## src/rtl/stream_pkg.sv

```systemverilog
// -----------------------------------------------------------------------------
// stream_pkg
// Shared types and helpers for the stream-to-burst packing logic.
//   burst_state_t  : packer FSM states (IDLE, CMD, DATA)
//   BYTES_PER_BEAT : byte width of one beat at the default data width
//   bytes_per_beat : byte width of one beat for an arbitrary data width
// -----------------------------------------------------------------------------
package stream_pkg;

    typedef enum logic [1:0] {
        IDLE = 2'd0,
        CMD  = 2'd1,
        DATA = 2'd2
    } burst_state_t;

    localparam int PKG_DW         = 32;
    localparam int BYTES_PER_BEAT = PKG_DW / 8;

    // Byte stride of one beat for a given data width.
    function automatic int bytes_per_beat(input int dw);
        return dw / 8;
    endfunction

endpackage

```

## src/rtl/stream_burst_packer.sv

```systemverilog
// -----------------------------------------------------------------------------
// stream_burst_packer
// Drains a valid/ready stream from an upstream FIFO and emits memory write
// bursts: one command beat (address, beats-1) followed by exactly that many
// data beats, the final one flagged last. A full burst is issued as soon as
// the FIFO holds BURST words; a partial burst of everything buffered is
// issued on flush or after TIMEOUT idle cycles with data waiting.
//
// Ports
//   clk, rst              : clock, synchronous active-high reset
//   base_addr, addr_load  : address register load (honoured in IDLE only)
//   flush                 : level request for a partial burst
//   in_data/valid/ready   : upstream stream
//   in_cnt                : upstream occupancy (AW+1 bits)
//   cmd_addr/len/valid/ready : burst command channel (len = beats-1)
//   wr_data/last/valid/ready : burst data channel (pass-through)
//   busy                  : FSM not in IDLE
//   beats_total           : data beats transferred since reset (wraps)
// -----------------------------------------------------------------------------
module stream_burst_packer
    import stream_pkg::*;
#(
    parameter int DW      = 32,
    parameter int AW      = 8,
    parameter int BURST   = 16,
    parameter int ADDR_W  = 32,
    parameter int TIMEOUT = 64
) (
    input  logic              clk,
    input  logic              rst,
    input  logic [ADDR_W-1:0] base_addr,
    input  logic              addr_load,
    input  logic              flush,
    input  logic [DW-1:0]     in_data,
    input  logic              in_valid,
    output logic              in_ready,
    input  logic [AW:0]       in_cnt,
    output logic [ADDR_W-1:0] cmd_addr,
    output logic [7:0]        cmd_len,
    output logic              cmd_valid,
    input  logic              cmd_ready,
    output logic [DW-1:0]     wr_data,
    output logic              wr_last,
    output logic              wr_valid,
    input  logic              wr_ready,
    output logic              busy,
    output logic [31:0]       beats_total
);

    localparam int LW = AW + 1;
    localparam int TW = $clog2(TIMEOUT + 1);
    localparam logic [ADDR_W-1:0] STEP_BYTES = ADDR_W'(bytes_per_beat(DW));
    localparam logic [LW-1:0]     BURST_LEN  = LW'(BURST);
    localparam logic [TW-1:0]     TMR_FIRE   = TW'(TIMEOUT - 1);

    burst_state_t      state_r;
    burst_state_t      state_s;
    logic [TW-1:0]     tmr_r;
    logic [LW-1:0]     beat_r;
    logic [LW-1:0]     len_r;
    logic [ADDR_W-1:0] addr_r;
    logic [ADDR_W-1:0] cmd_addr_r;
    logic [7:0]        cmd_len_r;
    logic [31:0]       beats_total_r;

    logic              full_s;
    logic              part_s;
    logic              decide_s;
    logic [LW-1:0]     len_pick_s;
    logic              beat_fire_s;
    logic              last_beat_s;

    // IDLE burst decision: full burst has priority over a partial one.
    always_comb begin
        full_s      = 1'b0;
        part_s      = 1'b0;
        decide_s    = 1'b0;
        len_pick_s  = BURST_LEN;
        full_s      = (in_cnt >= BURST_LEN);
        part_s      = (in_cnt != '0) && (flush || (tmr_r == TMR_FIRE));
        decide_s    = (state_r == IDLE) && (full_s || part_s);
        if (full_s) begin
            len_pick_s = BURST_LEN;
        end else begin
            len_pick_s = in_cnt;
        end
    end

    // Data-phase beat qualification.
    always_comb begin
        beat_fire_s = 1'b0;
        last_beat_s = 1'b0;
        beat_fire_s = (state_r == DATA) && in_valid && wr_ready;
        last_beat_s = (beat_r == (len_r - LW'(1)));
    end

    // Next-state logic.
    always_comb begin
        state_s = state_r;
        case (state_r)
            IDLE: begin
                if (decide_s) begin
                    state_s = CMD;
                end else begin
                    state_s = IDLE;
                end
            end
            CMD: begin
                if (cmd_ready) begin
                    state_s = DATA;
                end else begin
                    state_s = CMD;
                end
            end
            DATA: begin
                if (beat_fire_s && last_beat_s) begin
                    state_s = IDLE;
                end else begin
                    state_s = DATA;
                end
            end
            default: begin
                state_s = IDLE;
            end
        endcase
    end

    // State register.
    always_ff @(posedge clk) begin
        if (rst) begin
            state_r <= IDLE;
        end else begin
            state_r <= state_s;
        end
    end

    // Idle timer: counts while a partial amount is buffered, saturates at the
    // firing value so a long stall cannot wrap it back past the threshold.
    always_ff @(posedge clk) begin
        if (rst) begin
            tmr_r <= '0;
        end else if ((state_r != IDLE) || (in_cnt == '0) || decide_s) begin
            tmr_r <= '0;
        end else if ((in_cnt < BURST_LEN) && (tmr_r != TMR_FIRE)) begin
            tmr_r <= tmr_r + TW'(1);
        end else begin
            tmr_r <= tmr_r;
        end
    end

    // Running write address: loaded in IDLE, advanced after each burst.
    always_ff @(posedge clk) begin
        if (rst) begin
            addr_r <= '0;
        end else if ((state_r == IDLE) && addr_load) begin
            addr_r <= base_addr;
        end else if (beat_fire_s && last_beat_s) begin
            addr_r <= addr_r + (ADDR_W'(len_r) * STEP_BYTES);
        end else begin
            addr_r <= addr_r;
        end
    end

    // Command capture at the decision; a simultaneous load wins over addr_r.
    always_ff @(posedge clk) begin
        if (rst) begin
            cmd_addr_r <= '0;
            cmd_len_r  <= 8'd0;
            len_r      <= '0;
        end else if (decide_s) begin
            cmd_addr_r <= addr_load ? base_addr : addr_r;
            cmd_len_r  <= 8'(len_pick_s - LW'(1));
            len_r      <= len_pick_s;
        end else begin
            cmd_addr_r <= cmd_addr_r;
            cmd_len_r  <= cmd_len_r;
            len_r      <= len_r;
        end
    end

    // Beat index within the current burst.
    always_ff @(posedge clk) begin
        if (rst) begin
            beat_r <= '0;
        end else if (beat_fire_s) begin
            if (last_beat_s) begin
                beat_r <= '0;
            end else begin
                beat_r <= beat_r + LW'(1);
            end
        end else begin
            beat_r <= beat_r;
        end
    end

    // Lifetime transferred-beat counter.
    always_ff @(posedge clk) begin
        if (rst) begin
            beats_total_r <= 32'd0;
        end else if (beat_fire_s) begin
            beats_total_r <= beats_total_r + 32'd1;
        end else begin
            beats_total_r <= beats_total_r;
        end
    end

    // Data path is a zero-latency pass-through, gated to the DATA state.
    assign in_ready    = (state_r == DATA) ? wr_ready : 1'b0;
    assign wr_valid    = (state_r == DATA) ? in_valid : 1'b0;
    assign wr_data     = in_data;
    assign wr_last     = (state_r == DATA) && last_beat_s;
    assign cmd_valid   = (state_r == CMD);
    assign cmd_addr    = cmd_addr_r;
    assign cmd_len     = cmd_len_r;
    assign busy        = (state_r != IDLE);
    assign beats_total = beats_total_r;

endmodule

```

## config.mk

```make
export PLATFORM = sky130hd
export DESIGN_NAME = stream_burst_packer
export DESIGN_NICKNAME = d
export VERILOG_FILES = /design/src/rtl/stream_pkg.sv /design/src/rtl/stream_burst_packer.sv
export SDC_FILE = /design/constraint.sdc
export NUM_CORES = 1
export LEC_CHECK = 0
export BUFFER_PORTS_ARGS = -buffer_cell sky130_fd_sc_hd__buf_2
export CAP_MARGIN = 10
export CORE_ASPECT_RATIO = 0.9
export CORE_MARGIN = 5
export CORE_UTILIZATION = 35
export CTS_CLUSTER_SIZE = 30
export DETAILED_ROUTE_END_ITERATION = 10
export GPL_ROUTABILITY_DRIVEN = 0
export PLACE_DENSITY_LB_ADDON = 0.2
export SLEW_MARGIN = 20
export SYNTH_ARGS = -nofsm -noshare
export SYNTH_HDL_FRONTEND = slang
export SYNTH_SLANG_ARGS = --single-unit
```

## constraint.sdc

```tcl
create_clock -name clk -period 2.3 [get_ports clk]
set_clock_uncertainty 0.05 [all_clocks]
set_input_delay 0.46 -clock clk [delete_from_list [all_inputs] [get_ports clk]]
set_output_delay 0.46 -clock clk [all_outputs]
set_load 0.005 [all_outputs]
```

-- Word level (Yosys, flattened, before mapping)
Cells that the tools add are included.
- bits of input ports: 80
- register bits after elaboration: 131
- output and inout bits: 109
- word-level logic and storage cells: 50
- equality and inequality tests: 5
- magnitude comparators: 2
- mux-type cells: 11
- add/sub/neg operators: 6
- reductions and logical operators: 18
- operators with widths (operator ; number):
    $mux W32 ; 3
    $add A32 B1 Y32 const B ; 1
    $add A32 B11 Y32 ; 1
    $mux W9 ; 2
    $add A9 B1 Y9 const B ; 1
    $eq A9 B9 Y1 ; 1
    $ge A9 B5 Y1 const B ; 1
    $logic_not A9 Y1 ; 1
    $lt A9 B5 Y1 const B ; 1
    $reduce_bool A9 Y1 ; 1
    $sub A9 B1 Y9 const B ; 1
    $logic_and A1 B1 Y1 ; 8
    $sub A8 B1 Y8 const B ; 1
    $add A7 B1 Y7 const B ; 1
    $eq A7 B6 Y1 const B ; 1
    $ne A7 B6 Y1 const B ; 1
    $pmux W2 S3 ; 1
    $logic_or A1 B1 Y1 ; 4
    $mux W2 ; 2
    $reduce_bool A2 Y1 ; 2
    $mux W1 ; 3
    $eq A2 B1 Y1 const B ; 1
    $eq A2 B2 Y1 const B ; 1
    $logic_not A2 Y1 ; 1
    $reduce_or A2 Y1 ; 1

-- Logic depth before layout (Yosys ltp)
Gate-level depths: netlist of run 1.
- depth in word-level cells: 7
- mapped depth: 11

-- Least setup slack after synthesis of run 1
OpenSTA, ideal clock, no wires.
- path kind: reg-to-output
- start: reg len_r[2]
- end: out wr_last
- stages on the path, launching flop included: 7
- data arrival time: 2.081 ns
- setup slack: -0.291 ns
- path buffers: 1
- path through: dfxtp_1 -> or3_4 -> or3_4 -> a2111oi_4 -> nand4_2 -> buf_6 -> nor3b_1
- cells in the longest elaborated chain, start to end: 3
- RTL lines (item ; line ; source):
    start: declaration ; stream_burst_packer.sv:60 ; logic [LW-1:0] len_r;
    start signal: assignment ; stream_burst_packer.sv:173 ; len_r <= len_pick_s;
    start signal: assignment ; stream_burst_packer.sv:177 ; len_r <= len_r;
    $sub A9 B1 Y9 ; stream_burst_packer.sv:94 ; last_beat_s = (beat_r == (len_r - LW'(1)));
    $eq A9 B9 Y1 ; stream_burst_packer.sv:94 ;
    $logic_and A1 B1 Y1 ; stream_burst_packer.sv:211 ; assign wr_last = (state_r == DATA) && last_beat_s;
    end: declaration ; stream_burst_packer.sv:43 ; output logic wr_last,
Every way passes these cells.

-- Final worst setup path of run 1
- start: reg len_r[2]
- end: reg addr_r[12]
- cells in the longest elaborated chain, start to end: 4
- elaborated cells between the ends (all ways): 7
- classes of those cells: 2 x add/sub; 1 x eq/ne; 2 x mux; 2 x reduce/logical
- RTL lines (item ; line ; source):
    parallel branches: the longest is 4 deep, another holds $add A32 B11 Y32 ; n/a ;
    end signal: assignment ; stream_burst_packer.sv:156 ; addr_r <= base_addr;
    end signal: assignment ; stream_burst_packer.sv:158 ; addr_r <= addr_r + (ADDR_W'(len_r) * STEP_BYTES);
    end signal: assignment ; stream_burst_packer.sv:160 ; addr_r <= addr_r;
    end: declaration ; stream_burst_packer.sv:61 ; logic [ADDR_W-1:0] addr_r;
Parallel ways; which one is timed is not known. The select of a mux whose other input is x is not followed.
A chain may end at the register's enable or synchronous reset.

==> summary.md, run 1 <==
| Metric | Value |
|---|---|
| Synth async-reset ratio | 0% |
| DRC errors left | 0 |
| Reg2Reg Setup Slack | -620 ps |
| Syn Area/Cell | between 8 and 9 um2 |
| FILL cells | between 1,500 and 2,000 |
| CP max FO | 6 |
| Congestion Overflow GR | 0 |
| Final setup margin | -623 ps |
| Commonest cells in the netlist | 131 x dfxtp_1, 115 x nor2_1, 58 x nand2_1 |
| GRT Overall Usage | between 15 and 20% |
| Num rows | 48 |
| Register area share after synthesis | between 30% and 40% |
| Worst slew margin | 62.2% |
| CP Data Required Time | 2580 ps |
| Max Cap Violations | 0 |
| Slew Viols, Final | 0 |
| Core ar. | between 15,000 and 20,000 um2 |
| Yosys top cell area share | 38.5% |
| Pleak | around 4 nW |
| Ratio of cells with drive above 1 in the final layout | 31.8% |
| First drt pass iteration count | 4 |
| 1st-iter DRT viols | ~300 |
| Sum of negative setup slack | -14,250 ps |
| Synth warn | 0 |
| Syn_nets | about 890 |
| Max rail drop VDD | between 0.4 and 0.5 mV |
| Synth area leaders | dfxtp_1 39%, nor2_1 6.3%, a211oi_1 6.1% |
| Worst-Skew Late Latency | about 420 ps |
| Clock tree from TritonCTS | built |
| Sink Count | 131 |
| IO Count | roughly 190 |
| First-pass GRT wire length | roughly 30 mm |
| Hold Path Class | in -> reg |
| Die footprint | about 22,000 um2 |
| Placed Cells | about 1,200 |
| EDFF count, synth | 0 |
| Post-Syn Area | between 6000 and 7000 um2 |
| Leading area contributor after synthesis | dfxtp_1 |
| Finished Cell Area | ~9100 um2 |
| Syn-to-layout area delta | 33.1% |
| Vias in the first global route | approximately 5,800 |
| DRT antenna net count | 0 |
| Crit path capture type | register |
| Pre-CTS setup slack | -424 ps |
| Die height | roughly 140 um |
| Most frequent cell after synthesis | dfxtp_1 |
| PortBufs | around 120 |
| Worst Tran Pin Value | around 570 ps |
| Nature of the critical path startpoint | register |
| Dominant synthesized flop cell | dfxtp_1 |
| # setup viols final | 39 |
| Max Fclk | 342 MHz |
| Post-DR wirelength/cell | 15.2 um |
| Clk slew on worst S/H paths | roughly 70 ps |
| Via density | approximately 5.0 |
| RSZ-0062 raised after global routing | true |
| Drt total wl | 18.7 mm |
| Via count | just over 6,000 |
| Antenna violations before repair | 1 |
| # H-tree levels | 4 |
| CTS Buf Count | 17 |
| CP Class | reg -> reg |
| Post-route non-filler standard cell count | 1,227 |
| Starting Density | between 30% and 40% |
| Max clock buf depth | 2 |
| Post-synthesis cell count | a little under 800 |
| Root Driver | clkbuf_16 |
| Pwr/cell area | approximately 740 nW/um2 |
| Seq cells post-synth | 131 |
| Failing checks | setup timing |
| Multi-input gate area | between 3000 and 4000 um2 |
| HPWL Detailed | approximately 13 mm |
| Seq. cell area | 2630 um2 |
| Die width | 157 um |
| Netlist cell types | 59 |
| Fin crit period | 2920 ps |
| Largest net degree at the start of global routing | 80 |
| Crit path DAT | 3200 ps |
| Hold Fails Final Rpt | 0 |
| Placed cell areas | roughly 8100 um2 |
| Antenna fix cells | 0 |
| Tcrit/Tclk final | 127% |
| Final nets | approximately 1,100 |
| Run status | finished with violations |
==> layout make-up <==
| class | count | share of cell area, % |
|---|---|---|
| clock inverter | 15 | 2.68 |
| clock buffer | 17 | 4.69 |
| timing repair buffer | 223 | 15.9 |
| inverter | 8 | 0.331 |
| multi-input combinational | 583 | 44.0 |
| sequential | 131 | 29.0 |
| tap | 250 | 3.45 |
==> timing repair <==
action	in CTS	in global routing
endpoints found under the setup margin	37	61
buffers inserted	2	11
hold buffers	0	0
gates resized for setup	27	27
pin swaps	13	9
gates cloned	1	0
hold endpoints to repair	0	0
==> power breakdown <==
group	total [W]	switching (W)	internal (W)
logic	0.00106	0.000566	0.000492
clock network	0.00311	0.00115	0.00196
registers	0.00258	0.000131	0.00245
total	0.00675	0.00185	0.00490
==> layout by cell type (no fill, tap or decap), types with 6 or more instances in the layout <==
cell,instances
and4_1,7
or3_1,6
xor2_1,42
nand2_1,54
a211oi_1,51
dfxtp_1,128
ha_1,13
buf_6,7
clkbuf_16,17
a21oi_1,24
nand3_1,31
nand4_1,18
and3_1,14
o21ai_0,7
buf_2,123
mux2i_1,33
buf_4,89
and2_1,12
nor3_1,20
a21o_1,7
inv_1,7
nand2b_1,6
nor2_1,114
xnor2_1,24
==> cells by family after synthesis <==
| kind of cell | after synthesis | share of synthesized area [%] |
|---|---|---|
| buf+inv | 80 | 6.56 |
| simple gates | 327 | 23.7 |
| fa+ha+maj | 15 | 2.87 |
| xor+xnor | 66 | 8.49 |
| mux | 35 | 5.18 |
| flops | 131 | 38.5 |
| compound gates | 140 | 14.7 |
==> sequential cells by signal, summed over array words and instances, names as in the netlist <==
signal and flops:
cmd_addr 32, beat_r 9, cmd_len 8, beats_total 32, state_r 2, addr_r 32, tmr_r 7, len_r 9
==> layer usage <==
metal | part of all wire [%] | global-route usage [%] | vias up
met5 | 0.059 | 0 | -
met1 | 47 | 22.0 | 2791
met2 | 46 | 27.0 | 119
met3 | 5.5 | 5.20 | 14
li1 | - | - | 3149
met4 | 0.90 | 2.94 | 2
==> worst paths after layout <==
check	from	to	depth (start not counted)
worst min-delay path	base_addr[1]	addr_r[1]$_SDFFE_PP0P_	3
worst min register to register	tmr_r[6]$_SDFFE_PP0P_	tmr_r[6]$_SDFFE_PP0P_	2
worst max-delay path	len_r[2]$_SDFFE_PP0P_	addr_r[12]$_SDFFE_PP0P_	10
worst max register to register	len_r[2]$_SDFFE_PP0P_	addr_r[12]$_SDFFE_PP0P_	10
==> stage by stage <==
stage	total power, W	hold WS (ps)	util, %
global placement	0.00362	379	42.1
finish	0.00675	242	47.3
floorplan	0.00323	367	-
CTS	0.00679	228	46.2
global route	0.00709	245	47.3
detailed placement	0.00363	383	42.1
==> worst max-delay path, cell delays in order (launching register included) <==
cell       delay [ps]
dfxtp_2           310
or3_4             380
or3_4             400
a2111oi_4         370
nand4_4           160
buf_4             170
buf_6             100
buf_4             140
buf_6             130
or3_4             360
a311oi_2          250
Power figures use the tool's default switching activity.
==> run 2: changes to the inputs <==
clock period = 2.45 ns   (was 2.3 ns; I/O delays follow)
==> summary.md, run 2 (same netlist as run 1, synthesis figures left out) <==
| Metric | Value |
|---|---|
| Reg2Reg Setup Slack | -300 ps (was -620 ps) |
| RSZ-0062 raised after global routing | true (unchanged) |
| Nature of the critical path startpoint | register (unchanged) |
| CP max FO | 2 (was 6) |
| Sink Count | 131 (unchanged) |
| Wl on met1 | 8.74 mm (was 8.82 mm) |
| Congestion Overflow GR | 0 (unchanged) |
| FILL cells | 1,909 (was 1,912) |
| Vias in the first global route | 5,797 (was 5,826) |
| Multi-input gate area | 3940 um2 (was 3990 um2) |
| Root Driver | clkbuf_16 (unchanged) |
| Fin crit period | approximately 2900 ps |
| Cell Chain, Critical Path | or3_4 -> or3_4 -> a2111oi_4 -> nand4_4 -> nor3b_2 -> buf_2 (was or3_4 -> or3_4 -> a2111oi_4 -> nand4_4 -> buf_4 -> buf_6 -> buf_4 -> buf_6 -> or3_4 -> a311oi_2) |
| Core ar. | 19,200 um2 (unchanged) |
| Post-DR wirelength/cell | 15.3 um (was 15.2 um) |
| First-pass GRT wire length | 29.5 mm (was 29.9 mm) |
| Max Cap Violations | 0 (unchanged) |
| Antenna violations before repair | 1 (unchanged) |
| CP peak stage delay | 390 ps (was 400 ps) |
| First drt pass iteration count | 4 (unchanged) |
| Hold Fails Final Rpt | 0 (unchanged) |
| IO Count | 189 (unchanged) |
| Syn-to-layout area delta | 29.0% (was 33.1%) |
| Worst-Skew Late Latency | 420 ps (about the same) |
| Slowest CP cell | or3_4 (unchanged) |
| Die footprint | 22,300 um2 (unchanged) |
| Placed cell areas | 7840 um2 (was 8070 um2) |
| DRT antenna net count | 0 (unchanged) |
| # H-tree levels | 4 (unchanged) |
| Final setup margin | -447 ps (was -623 ps) |
| Clk slew on worst S/H paths | 60 ps (was 70 ps) |
| Tcrit/Tclk final | 118% |
| Most used cell, CP | or3_4 (unchanged) |
| Run status | finished with violations (unchanged) |
| Drt total wl | 18.3 mm (was 18.7 mm) |
| Via count | 5,998 (was 6,075) |
| Seq. cell area | 2630 um2 (unchanged) |
| CP Class | reg -> out (was reg -> reg) |
| Ratio of cells with drive above 1 in the final layout | 28.0% (was 31.8%) |
| CTS Buf Count | 17 (unchanged) |
| Crit path DAT | 2360 ps (was 3200 ps) |
| WL met2 | 8.23 mm (was 8.65 mm) |
| Pleak | 3.86 nW (was 4.01 nW) |
| Hold Path Class | in -> reg (unchanged) |
| DRC errors left | 0 (unchanged) |
| Finished Cell Area | 8780 um2 (was 9060 um2) |
| 1st-iter DRT viols | 358 (was 292) |
| PortBufs | 124 (unchanged) |
| Worst hold margin | 277 ps (was 242 ps) |
| Crit path capture type | output port (was register) |
| # setup viols final | 36 (was 39) |
| CP Data Required Time | 1910 ps (was 2580 ps) |
| Most common cell after layout, fill and taps aside | dfxtp_1 (unchanged) |
| Worst slew margin | 64.6% (was 62.2%) |
| Die width | 157 um (unchanged) |
| Slew Viols, Final | 0 (unchanged) |
| HPWL Detailed | 13.0 mm (was 13.3 mm) |
| Max Fclk | 345 MHz |
| GRT Overall Usage | 16.3% (was 16.6%) |
| Max clock buf depth | 2 (unchanged) |
| Largest net degree at the start of global routing | 48 (was 80) |
| Pwr/cell area | 714 nW/um2 (was 745 nW/um2) |
| Failing checks | setup timing (unchanged) |
| Antenna fix cells | 0 (unchanged) |
| Starting Density | 35.5% (unchanged) |
| Num rows | 48 (unchanged) |
| # hold bufs at CTS | 0 (unchanged) |
| Via density | 5.02 (was 4.95) |
| Max Used Layer | met5 (unchanged) |
| Die height | 142 um (unchanged) |
| Met3 WL | 1.09 mm (was 1.03 mm) |
| Final nets | 1,026 (was 1,059) |
| Clock tree from TritonCTS | built (unchanged) |
| Worst Tran Pin Value | 531 ps (was 567 ps) |
| Most frequent cells in the layout | 128 x dfxtp_1, 123 x buf_2, 114 x nor2_1 (unchanged) |
| Max rail drop VDD | 0.463 mV (was 0.494 mV) |
run 2: cell types whose count changed in the layout (fill, tap and decap cells not counted), moves of 3 or more:
cell	delta
a21oi_1	+3
a21oi_2	-3
buf_4	-34
clkbuf_8	+4
inv_8	-3
nor3_1	+3
nor3_2	-5
run 2: where the power goes:
part / total, W / internal [W] / switching (W) / leakage, nW
clock: 0.00292 / 0.00192 / 0.000993 / 0.331
sequential: 0.00242 / 0.00230 / 0.000124 / 1.07
combinational: 0.000928 / 0.000419 / 0.000508 / 2.46
run 2: through the flow:
| stage | instances | setup TNS (ps) | utilization [%] | setup WS (ps) | total power, W |
|---|---|---|---|---|---|
| after floorplan | 794 | -21.5 | - | -18.5 | 0.00304 |
| after global placement | 1154 | -1950 | 40.9 | -190 | 0.00337 |
| after detailed placement | 1154 | -3050 | 40.9 | -238 | 0.00338 |
| after CTS | 1192 | -2970 | 45.1 | -501 | 0.00633 |
| after global routing | 1194 | -8780 | 45.8 | -569 | 0.00657 |
| final | 1194 | -4600 | 45.8 | -447 | 0.00627 |
run 2: critical path: cells and delay by family, from the launching register on:
| family | cells | cell delay, ps |
|---|---|---|
| AND/OR/NAND/NOR | 4 | 1090 |
| AO/OA/AOI/OAI | 1 | 370 |
| flip-flops | 1 | 320 |
| buffers and inverters | 1 | 160 |
run 2: worst paths after layout:
kind | startpoint | end | cells after the start
setup / recovery | len_r[2]$_SDFFE_PP0P_ | wr_last | 6
setup reg to reg | len_r[2]$_SDFFE_PP0P_ | addr_r[12]$_SDFFE_PP0P_ | 9
hold reg to reg | tmr_r[6]$_SDFFE_PP0P_ | tmr_r[6]$_SDFFE_PP0P_ | 2
hold / removal | base_addr[1] | addr_r[1]$_SDFFE_PP0P_ | 3
run 2: timing repair:
action	CTS	global route
cloned	1	0
pin swaps	6	17
endpoints found under the setup margin	24	38
setup buffers	5	2
gates resized for setup	18	27
run 2: final cells by class:
type                            instances  share of cell area, %
Clock buffer                           21                   5.47
Clock inverter                         11                   2.22
Inverter                                8                  0.342
Multi-Input combinational cell        583                   44.8
Sequential cell                       131                   29.9
Tap cell                              250                   3.56
Timing Repair Buffer                  190                   13.7
run 2: metal layers:
layer / vias to the layer above / GRT usage, %
li1: 3091 / -
met5: - / 0
met1: 2762 / 21.6
met4: 2 / 4.26
met2: 124 / 25.7
met3: 19 / 5.14
==> run 3: changes to the inputs <==
ABC_AREA = 1   (was default)
==> summary.md, run 3 <==
| Metric | Value |
|---|---|
| Run status | finished, final reports clean (was finished with violations) |
| Pwr/cell area | 673 nW/um2 (was 714 nW/um2) |
| Worst slew margin | 67.2% (was 64.6%) |
| Final Util | 41.5% (was 45.8%) |
| Fin crit period | 2360 ps (was 2900 ps) |
| CP Class | reg -> out (unchanged) |
| Die height | 153 um (was 142 um) |
| PortBufs | 124 (unchanged) |
| CP Data Required Time | 1910 ps (about the same) |
| Reg2Reg Setup Slack | 200 ps (was -300 ps) |
| Vias in the first global route | 7,427 (was 5,797) |
| Slew Viols, Final | 0 (unchanged) |
| Most common cell after layout, fill and taps aside | nand2_1 (was dfxtp_1) |
| Sum of negative setup slack | 0 ps (was -4600 ps) |
| Final nets | 1,410 (was 1,026) |
| Hold depth | 2 (was 3) |
| Synth warn | 0 (unchanged) |
| Worst-Skew Late Latency | 430 ps (was 420 ps) |
| Syn-to-layout area delta | 16.7% (was 29.0%) |
| Starting Density | 35.5% (about the same) |
| Max Cap Violations | 0 (unchanged) |
| Max Fclk | 424 MHz (was 345 MHz) |
| Reg2reg start | len_r[0]$_SDFFE_PP0P_ (was len_r[2]$_SDFFE_PP0P_) |
| Hold Fails Final Rpt | 0 (unchanged) |
| Final setup margin | 93.9 ps (was -447 ps) |
| Total power | 0.00626 W (was 0.00627 W) |
| Antenna fix cells | 0 (unchanged) |
| Post-Syn Area | 7980 um2 (was 6810 um2) |
| Root Driver | clkbuf_16 (unchanged) |
| Synth area leaders | dfxtp_1 33%, nand2_1 17%, inv_1 6.6% (was dfxtp_1 39%, nor2_1 6.3%, a211oi_1 6.1%) |
| Die width | 169 um (was 157 um) |
| IO Count | 189 (unchanged) |
| Clock tree from TritonCTS | built (unchanged) |
| Most frequent cells in the layout | 354 x nand2_1, 138 x inv_1, 129 x dfxtp_1 (was 128 x dfxtp_1, 123 x buf_2, 114 x nor2_1) |
| Max rail drop VDD | 0.401 mV (was 0.463 mV) |
| CP max FO | 4 (was 2) |
| Post-synthesis cell count | 1,230 (was 794) |
| Commonest cells in the netlist | 356 x nand2_1, 140 x inv_1, 131 x dfxtp_1 (was 131 x dfxtp_1, 115 x nor2_1, 58 x nand2_1) |
| Slowest CP cell | dfxtp_2 (was or3_4) |
| Die footprint | 25,900 um2 (was 22,300 um2) |
| Sink Count | 131 (unchanged) |
| 1st-iter DRT viols | 538 (was 358) |
| Nature of the critical path startpoint | register (unchanged) |
| CTS Buf Count | 17 (unchanged) |
| Finished Cell Area | 9310 um2 (was 8780 um2) |
| Largest net degree at the start of global routing | 79 (was 48) |
| Hold Crit Start | cmd_ready (was base_addr[1]) |
| HPWL Detailed | 16.5 mm (was 13.0 mm) |
| DRT antenna net count | 0 (unchanged) |
| Via density | 4.79 (was 5.02) |
| First-pass GRT wire length | 37.8 mm (was 29.5 mm) |
| Yosys top cell area share | 32.9% (was 38.5%) |
| Placed cell areas | 8670 um2 (was 7840 um2) |
| Buf+Inv Stages, Crit Path | 2 (was 1) |
| Crit path capture type | output port (unchanged) |
| Critical path's top delay family | simple AND/OR/NAND/NOR gates (unchanged) |
| Seq cells post-synth | 131 (unchanged) |
| Drt total wl | 22.6 mm (was 18.3 mm) |
| Netlist cell types | 44 (was 59) |
| Tcrit/Tclk final | 96.2% (was 118%) |
| Pre-CTS setup slack | 208 ps (was -238 ps) |
| Congestion Overflow GR | 0 (unchanged) |
| Post-DR wirelength/cell | 13.9 um (was 15.3 um) |
| DRC errors left | 0 (unchanged) |
| Leading area contributor after synthesis | dfxtp_1 (unchanged) |
| Crit path DAT | 1820 ps (was 2360 ps) |
| # H-tree levels | 4 (unchanged) |
| Num rows | 52 (was 48) |
| Reg2reg end | addr_r[16]$_SDFFE_PP0P_ (was addr_r[12]$_SDFFE_PP0P_) |
| Most frequent cell after synthesis | nand2_1 (was dfxtp_1) |
| Worst Tran Pin Value | 492 ps (was 531 ps) |
| Core ar. | 22,400 um2 (was 19,200 um2) |
| Via count | 7,790 (was 5,998) |
| Syn_nets | 1,325 (was 889) |
| Synth async-reset ratio | 0% (unchanged) |
| Syn Area/Cell | 6.48 um2 (was 8.58 um2) |
| Clk slew on worst S/H paths | 60 ps (about the same) |
| First drt pass iteration count | 5 (was 4) |
| RSZ-0062 raised after global routing | true (unchanged) |
| Cell Chain, Critical Path | buf_4 -> nor2_2 -> nand2_2 -> o21bai_1 -> nand2_1 -> nor2_4 -> nand3_2 -> nor2_1 -> buf_2 (was or3_4 -> or3_4 -> a2111oi_4 -> nand4_4 -> nor3b_2 -> buf_2) |
| Dominant synthesized flop cell | dfxtp_1 (unchanged) |
| Max clock buf depth | 2 (unchanged) |
| # setup viols final | 0 (was 36) |
| GRT Overall Usage | 17.7% (was 16.3%) |
| Hold Path Class | in -> reg (unchanged) |
| FILL cells | 2,419 (was 1,909) |
| Worst Hold End | state_r[0]$_SDFF_PP0_ (was addr_r[1]$_SDFFE_PP0P_) |
| EDFF count, synth | 0 (unchanged) |
| Register area share after synthesis | 32.9% (was 38.5%) |
| Antenna violations before repair | 0 (was 1) |
| Pleak | 4.31 nW (was 3.86 nW) |
| Worst R2R Path Depth | 13 (was 9) |
| Ratio of cells with drive above 1 in the final layout | 17.5% (was 28.0%) |
| CP peak stage delay | 320 ps (was 390 ps) |
-- run 3: cell count changes in the layout (fill, tap and decap cells not counted), sizes merged, moves of 47 or more --
| cell | delta |
|---|---|
| buf | -47 |
| o21ai | +56 |
| nand3 | +52 |
| inv | +137 |
| nand2 | +306 |
| a211oi | -52 |
-- run 3: worst max path at each step --
stage / slack (ps) / startpoint / to / cells after the start
3_3_place_gp: 220 / len_r[0]$_SDFFE_PP0P_ / addr_r[3]$_SDFFE_PP0P_ / 13
6_report: 90 / len_r[1]$_SDFFE_PP0P_ / wr_last / 9
5_1_grt: -30 / len_r[0]$_SDFFE_PP0P_ / wr_last / 11
3_5_place_dp: 210 / len_r[0]$_SDFFE_PP0P_ / addr_r[8]$_SDFFE_PP0P_ / 13
2_1_floorplan: 530 / len_r[1]$_SDFFE_PP0P_ / wr_last / 10
4_1_cts: 5 / len_r[0]$_SDFFE_PP0P_ / wr_last / 11
-- run 3: kinds of logic (layout without fill, tap and decap cells) --
logic type | count (synthesis) | after routing | synth area share, %
compound gates | 157 | 157 | 10.7
xor+xnor | 35 | 35 | 3.84
fa+ha+maj | 15 | 15 | 2.45
buf+inv | 222 | 320 | 12.9
flops | 131 | 131 | 32.9
mux | 2 | 2 | 0.251
simple gates | 668 | 668 | 37.0
-- run 3: layout make-up --
class | count | area (um2) | share of cell area (%)
Sequential cell | 131 | 2630 | 28.2
Clock buffer | 18 | 439 | 4.72
Clock inverter | 14 | 154 | 1.65
Timing Repair Buffer | 143 | 813 | 8.74
Inverter | 145 | 552 | 5.93
Tap cell | 297 | 372 | 3.99
Multi-Input combinational cell | 877 | 4350 | 46.8
-- run 3: per-layer routing --
layer	global-route usage (%)	vias to the layer above	wire length [um]
met1	24.9	3535	11300
met5	0	-	0
met2	27.4	168	9820
met4	3.18	0	163
li1	-	4073	-
met3	5.29	14	1380
-- run 3: repair_timing --
| item | in CTS | in global routing |
|---|---|---|
| pin swaps | 1 | 4 |
| hold buffers | 0 | 0 |
| setup endpoints to repair | 1 | 15 |
| gates resized for setup | 5 | 5 |
| buffers inserted | 1 | 1 |
-- run 3: report_power, final --
group          total, W  switching, W  internal (W)
clock           0.00260       0.00107       0.00153
combinational   0.00119      0.000729      0.000462
sequential      0.00247      0.000147       0.00232
-- run 3: metrics by stage --
step | std cells | hold slack [ps]
floorplan | 1230 | 368
global placement | 1591 | 383
detailed placement | 1591 | 383
CTS | 1624 | 206
global route | 1625 | 217
finish | 1625 | 227
-- run 3: worst register-to-register path, delay by kind of cell, from the launching register on --
| kind | cells | cell delay [ps] |
|---|---|---|
| simple gates | 9 | 840 |
| mux | 1 | 120 |
| flops | 1 | 330 |
| buf+inv | 1 | 130 |
| fa+ha+maj | 2 | 700 |
